## src/rtl/irq_pkg.sv

```systemverilog
// irq_pkg: shared widths and FSM encoding for the 8-line interrupt controller
package irq_pkg;
    localparam int IRQ_W = 8;
    localparam int ID_W  = 3;
    typedef enum logic [1:0] {
        IDLE    = 2'd0,
        REQ     = 2'd1,
        SERVICE = 2'd2
    } irq_state_t;
endpackage

```

## src/rtl/irq_ctrl8_if.sv

```systemverilog
// irq_ctrl8_if: request lines, mask load and consumer handshake of irq_ctrl8
interface irq_ctrl8_if;
    import irq_pkg::*;
    logic [IRQ_W-1:0] irq_in;
    logic             mask_we;
    logic [IRQ_W-1:0] mask_data;
    logic             irq_ack;
    logic             eoi;
    logic             irq_req;
    logic [ID_W-1:0]  irq_id;
    logic             in_service;
    logic [IRQ_W-1:0] pending;
    logic [IRQ_W-1:0] ack_cnt;
    modport slave (
        input  irq_in, mask_we, mask_data, irq_ack, eoi,
        output irq_req, irq_id, in_service, pending, ack_cnt
    );
    modport master (
        output irq_in, mask_we, mask_data, irq_ack, eoi,
        input  irq_req, irq_id, in_service, pending, ack_cnt
    );
endinterface

```

## src/rtl/pr_encoder8_3.sv

```systemverilog
// pr_encoder8_3: fixed-priority encoder, bit 7 wins
module pr_encoder8_3
    import irq_pkg::*;
(
    input  logic [IRQ_W-1:0] req,
    output logic [ID_W-1:0]  id,
    output logic             valid
);
    // ascending scan so the highest set bit overwrites lower ones
    always_comb begin
        id = '0;
        for (int i = 0; i < IRQ_W; i++)
            if (req[i]) id = ID_W'(i);
        valid = |req;
    end
endmodule

```

## src/rtl/irq_ctrl8.sv

```systemverilog
// irq_ctrl8: edge-triggered 8-line interrupt controller with mask and ack/eoi handshake
module irq_ctrl8
    import irq_pkg::*;
(
    input  logic        clk,
    input  logic        rst,
    irq_ctrl8_if.slave  bus
);
    logic [IRQ_W-1:0] irq_prev;
    logic [IRQ_W-1:0] mask;
    logic [IRQ_W-1:0] rise;
    logic [IRQ_W-1:0] clr;
    logic [ID_W-1:0]  sel_id;
    logic             sel_valid;
    logic             ack_fire;
    irq_state_t       state, next;

    assign rise     = bus.irq_in & ~irq_prev;
    assign ack_fire = (state == REQ) && bus.irq_ack;
    assign clr      = ack_fire ? ({{(IRQ_W-1){1'b0}}, 1'b1} << bus.irq_id) : '0;

    pr_encoder8_3 u_enc (
        .req   (bus.pending & ~mask),
        .id    (sel_id),
        .valid (sel_valid)
    );

    // state register
    always_ff @(posedge clk or posedge rst) begin
        if (rst) state <= IDLE;
        else     state <= next;
    end

    // next-state: present when work is eligible, wait for ack, then for eoi
    always_comb begin
        next = state;
        case (state)
            IDLE:    next = sel_valid   ? REQ     : IDLE;
            REQ:     next = bus.irq_ack ? SERVICE : REQ;
            SERVICE: next = bus.eoi     ? IDLE    : SERVICE;
            default: next = IDLE;
        endcase
    end

    // outputs decoded from state
    always_comb begin
        bus.irq_req    = state == REQ;
        bus.in_service = state == SERVICE;
    end

    // edge history, mask, pending (set beats clear), latched id and ack counter
    always_ff @(posedge clk or posedge rst) begin
        if (rst) begin
            irq_prev    <= '0;
            mask        <= '0;
            bus.pending <= '0;
            bus.irq_id  <= '0;
            bus.ack_cnt <= '0;
        end else begin
            irq_prev    <= bus.irq_in;
            mask        <= bus.mask_we ? bus.mask_data : mask;
            bus.pending <= (bus.pending & ~clr) | rise;
            bus.irq_id  <= (state == IDLE && sel_valid) ? sel_id : bus.irq_id;
            bus.ack_cnt <= bus.ack_cnt + {{(IRQ_W-1){1'b0}}, ack_fire};
        end
    end
endmodule

```

## src/flat_wrapper.sv

```systemverilog
// flat-port wrapper written by rule: the top's interface ports become plain ports
module irq_ctrl8_flat import irq_pkg::*;
  (clk, rst, bus_irq_in, bus_mask_we, bus_mask_data, bus_irq_ack, bus_eoi, bus_irq_req, bus_irq_id, bus_in_service, bus_pending, bus_ack_cnt);
  irq_ctrl8_if bus_i ();
  input  logic clk;
  input  logic rst;
  input wire logic [$bits(bus_i.irq_in)-1:0] bus_irq_in;
  input wire logic [$bits(bus_i.mask_we)-1:0] bus_mask_we;
  input wire logic [$bits(bus_i.mask_data)-1:0] bus_mask_data;
  input wire logic [$bits(bus_i.irq_ack)-1:0] bus_irq_ack;
  input wire logic [$bits(bus_i.eoi)-1:0] bus_eoi;
  output wire logic [$bits(bus_i.irq_req)-1:0] bus_irq_req;
  output wire logic [$bits(bus_i.irq_id)-1:0] bus_irq_id;
  output wire logic [$bits(bus_i.in_service)-1:0] bus_in_service;
  output wire logic [$bits(bus_i.pending)-1:0] bus_pending;
  output wire logic [$bits(bus_i.ack_cnt)-1:0] bus_ack_cnt;
  assign bus_i.irq_in = bus_irq_in;
  assign bus_i.mask_we = bus_mask_we;
  assign bus_i.mask_data = bus_mask_data;
  assign bus_i.irq_ack = bus_irq_ack;
  assign bus_i.eoi = bus_eoi;
  assign bus_irq_req = bus_i.irq_req;
  assign bus_irq_id = bus_i.irq_id;
  assign bus_in_service = bus_i.in_service;
  assign bus_pending = bus_i.pending;
  assign bus_ack_cnt = bus_i.ack_cnt;
  irq_ctrl8 u_core (.clk(clk), .rst(rst), .bus(bus_i));
endmodule
```

## config.mk

```make
export PLATFORM = sky130hd
export DESIGN_NAME = irq_ctrl8_flat
export DESIGN_NICKNAME = d
export VERILOG_FILES = /design/src/rtl/irq_pkg.sv /design/src/rtl/irq_ctrl8_if.sv /design/src/rtl/pr_encoder8_3.sv /design/src/rtl/irq_ctrl8.sv /design/src/flat_wrapper.sv
export SDC_FILE = /design/constraint.sdc
export NUM_CORES = 1
export LEC_CHECK = 0
export CAP_MARGIN = 0
export CORE_MARGIN = 5
export CORE_UTILIZATION = 29
export DETAILED_ROUTE_END_ITERATION = 10
export SYNTH_ARGS = -nofsm -noshare
export SYNTH_HDL_FRONTEND = slang
export SYNTH_HIERARCHICAL = 1
export SYNTH_SLANG_ARGS = --single-unit
```

## constraint.sdc

```tcl
create_clock -name clk -period 2.2 [get_ports clk]
set_clock_uncertainty 0.1 [all_clocks]
set_input_delay 0.33 -clock clk [delete_from_list [all_inputs] [get_ports clk]]
set_output_delay 0.33 -clock clk [all_outputs]
set_load 0.05 [all_outputs]
```

==> metrics.md <==
| Metric | Value |
|---|---|
| Die height | 82.0 microns |
| Grt ovf | 0 |
| Final #Nets | 195 |
| Part of the power in registers | 38.1% |
| Post-Synth Adder-Cell Area | 1.66% |
| Post-cts repair resize count | 0 |
| 1st-pass router iterations | 3 |
| Global-route wire length before repair | 5400 microns |
| Clock Tree Buf Depth | 2 |
| Crit-path slowest cell | clkdlybuf4s50_1 |
| H-tree depth | 2 |
| Min Tclk post-route | 2020 ps |
| Fmax | 495 MHz |
| Inserted Diodes | 0 |
| Endpoints failing setup | 0 |
| WP buf/inv | 1 |
| Area of the mapped netlist | 0.00150 sq mm |
| Area delta synth->final | 39.4% |
| #FFs+latches synth | 37 |
| Post-synthesis xor/xnor area fraction | 3.49% |
| Hold_buf cts | 0 |
| Main combinational cell family by area after synthesis | simple AND/OR/NAND/NOR gates |
| ANT nets after route | 0 |
| Initial Util | 29.6% |
| Synth Net Count | 146 |
| CTS tree | built |
| Final number of hold-violating endpoints | 0 |
| RSZ-0062 raised after global routing | false |
| MaxCap Viol Count | 0 |
| Core Rows | 26 |
| Fin worst setup slack | 180 ps |
| Worst slew pin tran | 522 ps |
| Slew headroom | 65.1% |
| Post-Route Setup TNS | 0 ps |
| Critical path's top delay family | buffers and inverters |
| Worst hold path class | reg -> reg |
| Root Buffer | clkbuf_8 |
| Mux contribution to synthesized area | 8.90% |
| Die ar. | 0.00673 sq mm |
| Post-Route WL | 3250 microns |
| Die X-Extent | 82.0 microns |
| Initial antenna violation count | 0 |
| Inserted Clock Buffers | 5 |
| Core Box Area | 0.00507 sq mm |
| Worst skew pair latency | 280 ps |
| Vias | 1045 |
| Crit Path Max Fanout | 7 |
| Vias in the first global route | 1161 |
| Reg clk slew, reported paths | 70 ps |
| Proportion of layout cells with a drive suffix above 1 | 14.0% |
| Post-Synth Simple-Gate Area | 12.4% |
| Yosys cell types | 29 |
| Int Pwr | 1.51 mW |
| Synth warn | 6 |
| Worst Path Arrival | 1590 ps |
| VDD IR max | 0.695 mV |
| Slew Viols, Final | 0 |
| Post-layout power | 2.59 mW |
| Pre-CTS setup slack | 251 ps |
| Leakage | 0.888 nW |
| Final period util | 91.8% |
| Placer Congestion | 0.818 |
| Placed cell area | 0.00201 sq mm |
| Post-Synthesis Cells | 123 |
| # port buffers | 41 |
| CP Launch Type | register |
| Avg Inst Size Synth | 12.2 sq um |
| # Post-CTS Setup Buffers | 0 |
| I/O pin cnt | 42 |
| Clock share of power | 18.1% |
| Design area | 0.00210 sq mm |
| Tot GR Track Use | 10.8% |
| Drt drc | 0 |
| Synth Area in Compound Gates | 8.40% |
| Comb pwr share | 43.9% |
| Iteration-0 DRC Markers | 47 |
| Post-synthesis sequential area ratio | 61.6% |
| Setup CP Type | reg -> out |
| Leading cell types in the layout, fill and taps excluded | clkdlybuf4s50_1 (39), dfrtp_1 (37), inv_1 (12) |
| Switching Share | 41.7% |
| Critical path capture point type | output port |
| Net switching power | 1.08 mW |
| Required @ worst endpoint | 1770 ps |
| WL/cell | 13.4 microns |
| Largest net degree at the start of global routing | 38 |
| Status | completed |
| Critical path cell sequence | clkdlybuf4s50_1 |
| CP peak stage delay | 850 ps |
| Detail Placement HPWL | 2500 microns |
| Pwr/cell area | 1230 mW/mm^2 |
| CTS Sinks | 37 |
| Post-DR vias/cell | 4.32 |
| Leading cell type in the layout, fill and taps excluded | clkdlybuf4s50_1 |
[area by class of cell]
type / instances / area [sq um]
multi-input combinational: 72 / 527
timing repair buffer: 43 / 420
clock buffer: 7 / 86.3
fill: 506 / 2980
tap: 70 / 87.6
sequential: 37 / 926
inverter: 13 / 48.8
[registers in the layout, indices dropped and copies added (netlist names)]
name                flops
u_core/bus.ack_cnt      8
u_core/bus.pending      8
u_core/state            2
u_core/mask             8
u_core/irq_prev         8
u_core/bus.irq_id       3
[synth_stat cells, drive strengths merged]
master,number,area [sq um]
a21oi,2,13.8
mux2i,1,10.0
nand4,1,6.26
nand4bb,1,11.3
a21o,1,7.51
nor2b,9,56.3
nor2,5,18.8
xnor2,5,43.8
nand2b,2,12.5
nand2,2,7.51
nand3,5,25.0
o31ai,4,35.0
buf,1,5.00
o21ai,14,70.1
ha,2,25.0
mux2,11,124
dfrtp,37,926
and3,2,12.5
and2,1,6.26
nor3b,1,12.5
inv,13,48.8
and2b,1,8.76
nand4b,1,8.76
xor2,1,8.76
[path summary, 6_finish.rpt]
kind	start	end	slack [ps]	depth (start not counted)
max in group asynchronous	rst	u_core/bus.pending[4]	1340	3
min reg2reg	u_core/irq_prev[3]	u_core/bus.pending[3]	310	1
min in group asynchronous	rst	u_core/bus.pending[2]	350	3
max reg2reg	u_core/mask[6]	u_core/bus.irq_id[2]	450	5
max	u_core/bus.irq_id[0]	bus_irq_id[0]	180	1
min	u_core/irq_prev[3]	u_core/bus.pending[3]	310	1
[power groups by stage]
stage | registers [mW] | clock network [mW] | logic (mW)
2_1_floorplan | 1.36 | 0 | 0.374
3_3_place_gp | 0.992 | 0 | 1.14
3_5_place_dp | 0.999 | 0 | 1.14
4_1_cts | 0.988 | 0.489 | 1.15
5_1_grt | 1.01 | 0.521 | 1.21
6_report | 0.984 | 0.467 | 1.13
[layer usage]
layer / share of wire, % / vias up / track usage, %
met1: 42 / 500 / 12.2
met2: 49 / 27 / 17.9
met5: 0 / - / 0
li1: - / 512 / -
met3: 7.0 / 6 / 4.61
met4: 1.8 / 0 / 4.49
[stage by stage]
| step | hold slack, ps | util [%] | std cells |
|---|---|---|---|
| after global routing | 322 | 41.3 | 242 |
| after detailed placement | 300 | 39.6 | 235 |
| final | 306 | 41.3 | 242 |
| after CTS | 309 | 41.3 | 242 |
| after global placement | 293 | 39.6 | 235 |
| after floorplan | 261 | - | 123 |
[cells by family (layout without fill, tap and decap cells)]
| group | after synthesis | count (layout) |
|---|---|---|
| buffers and inverters | 14 | 63 |
| AO/OA/AOI/OAI | 21 | 21 |
| XOR/XNOR | 6 | 6 |
| AND/OR/NAND/NOR | 31 | 31 |
| adder cells (fa/ha/maj) | 2 | 2 |
| multiplexers | 12 | 12 |
| flip-flops | 37 | 37 |
Power figures use the tool's default switching activity.
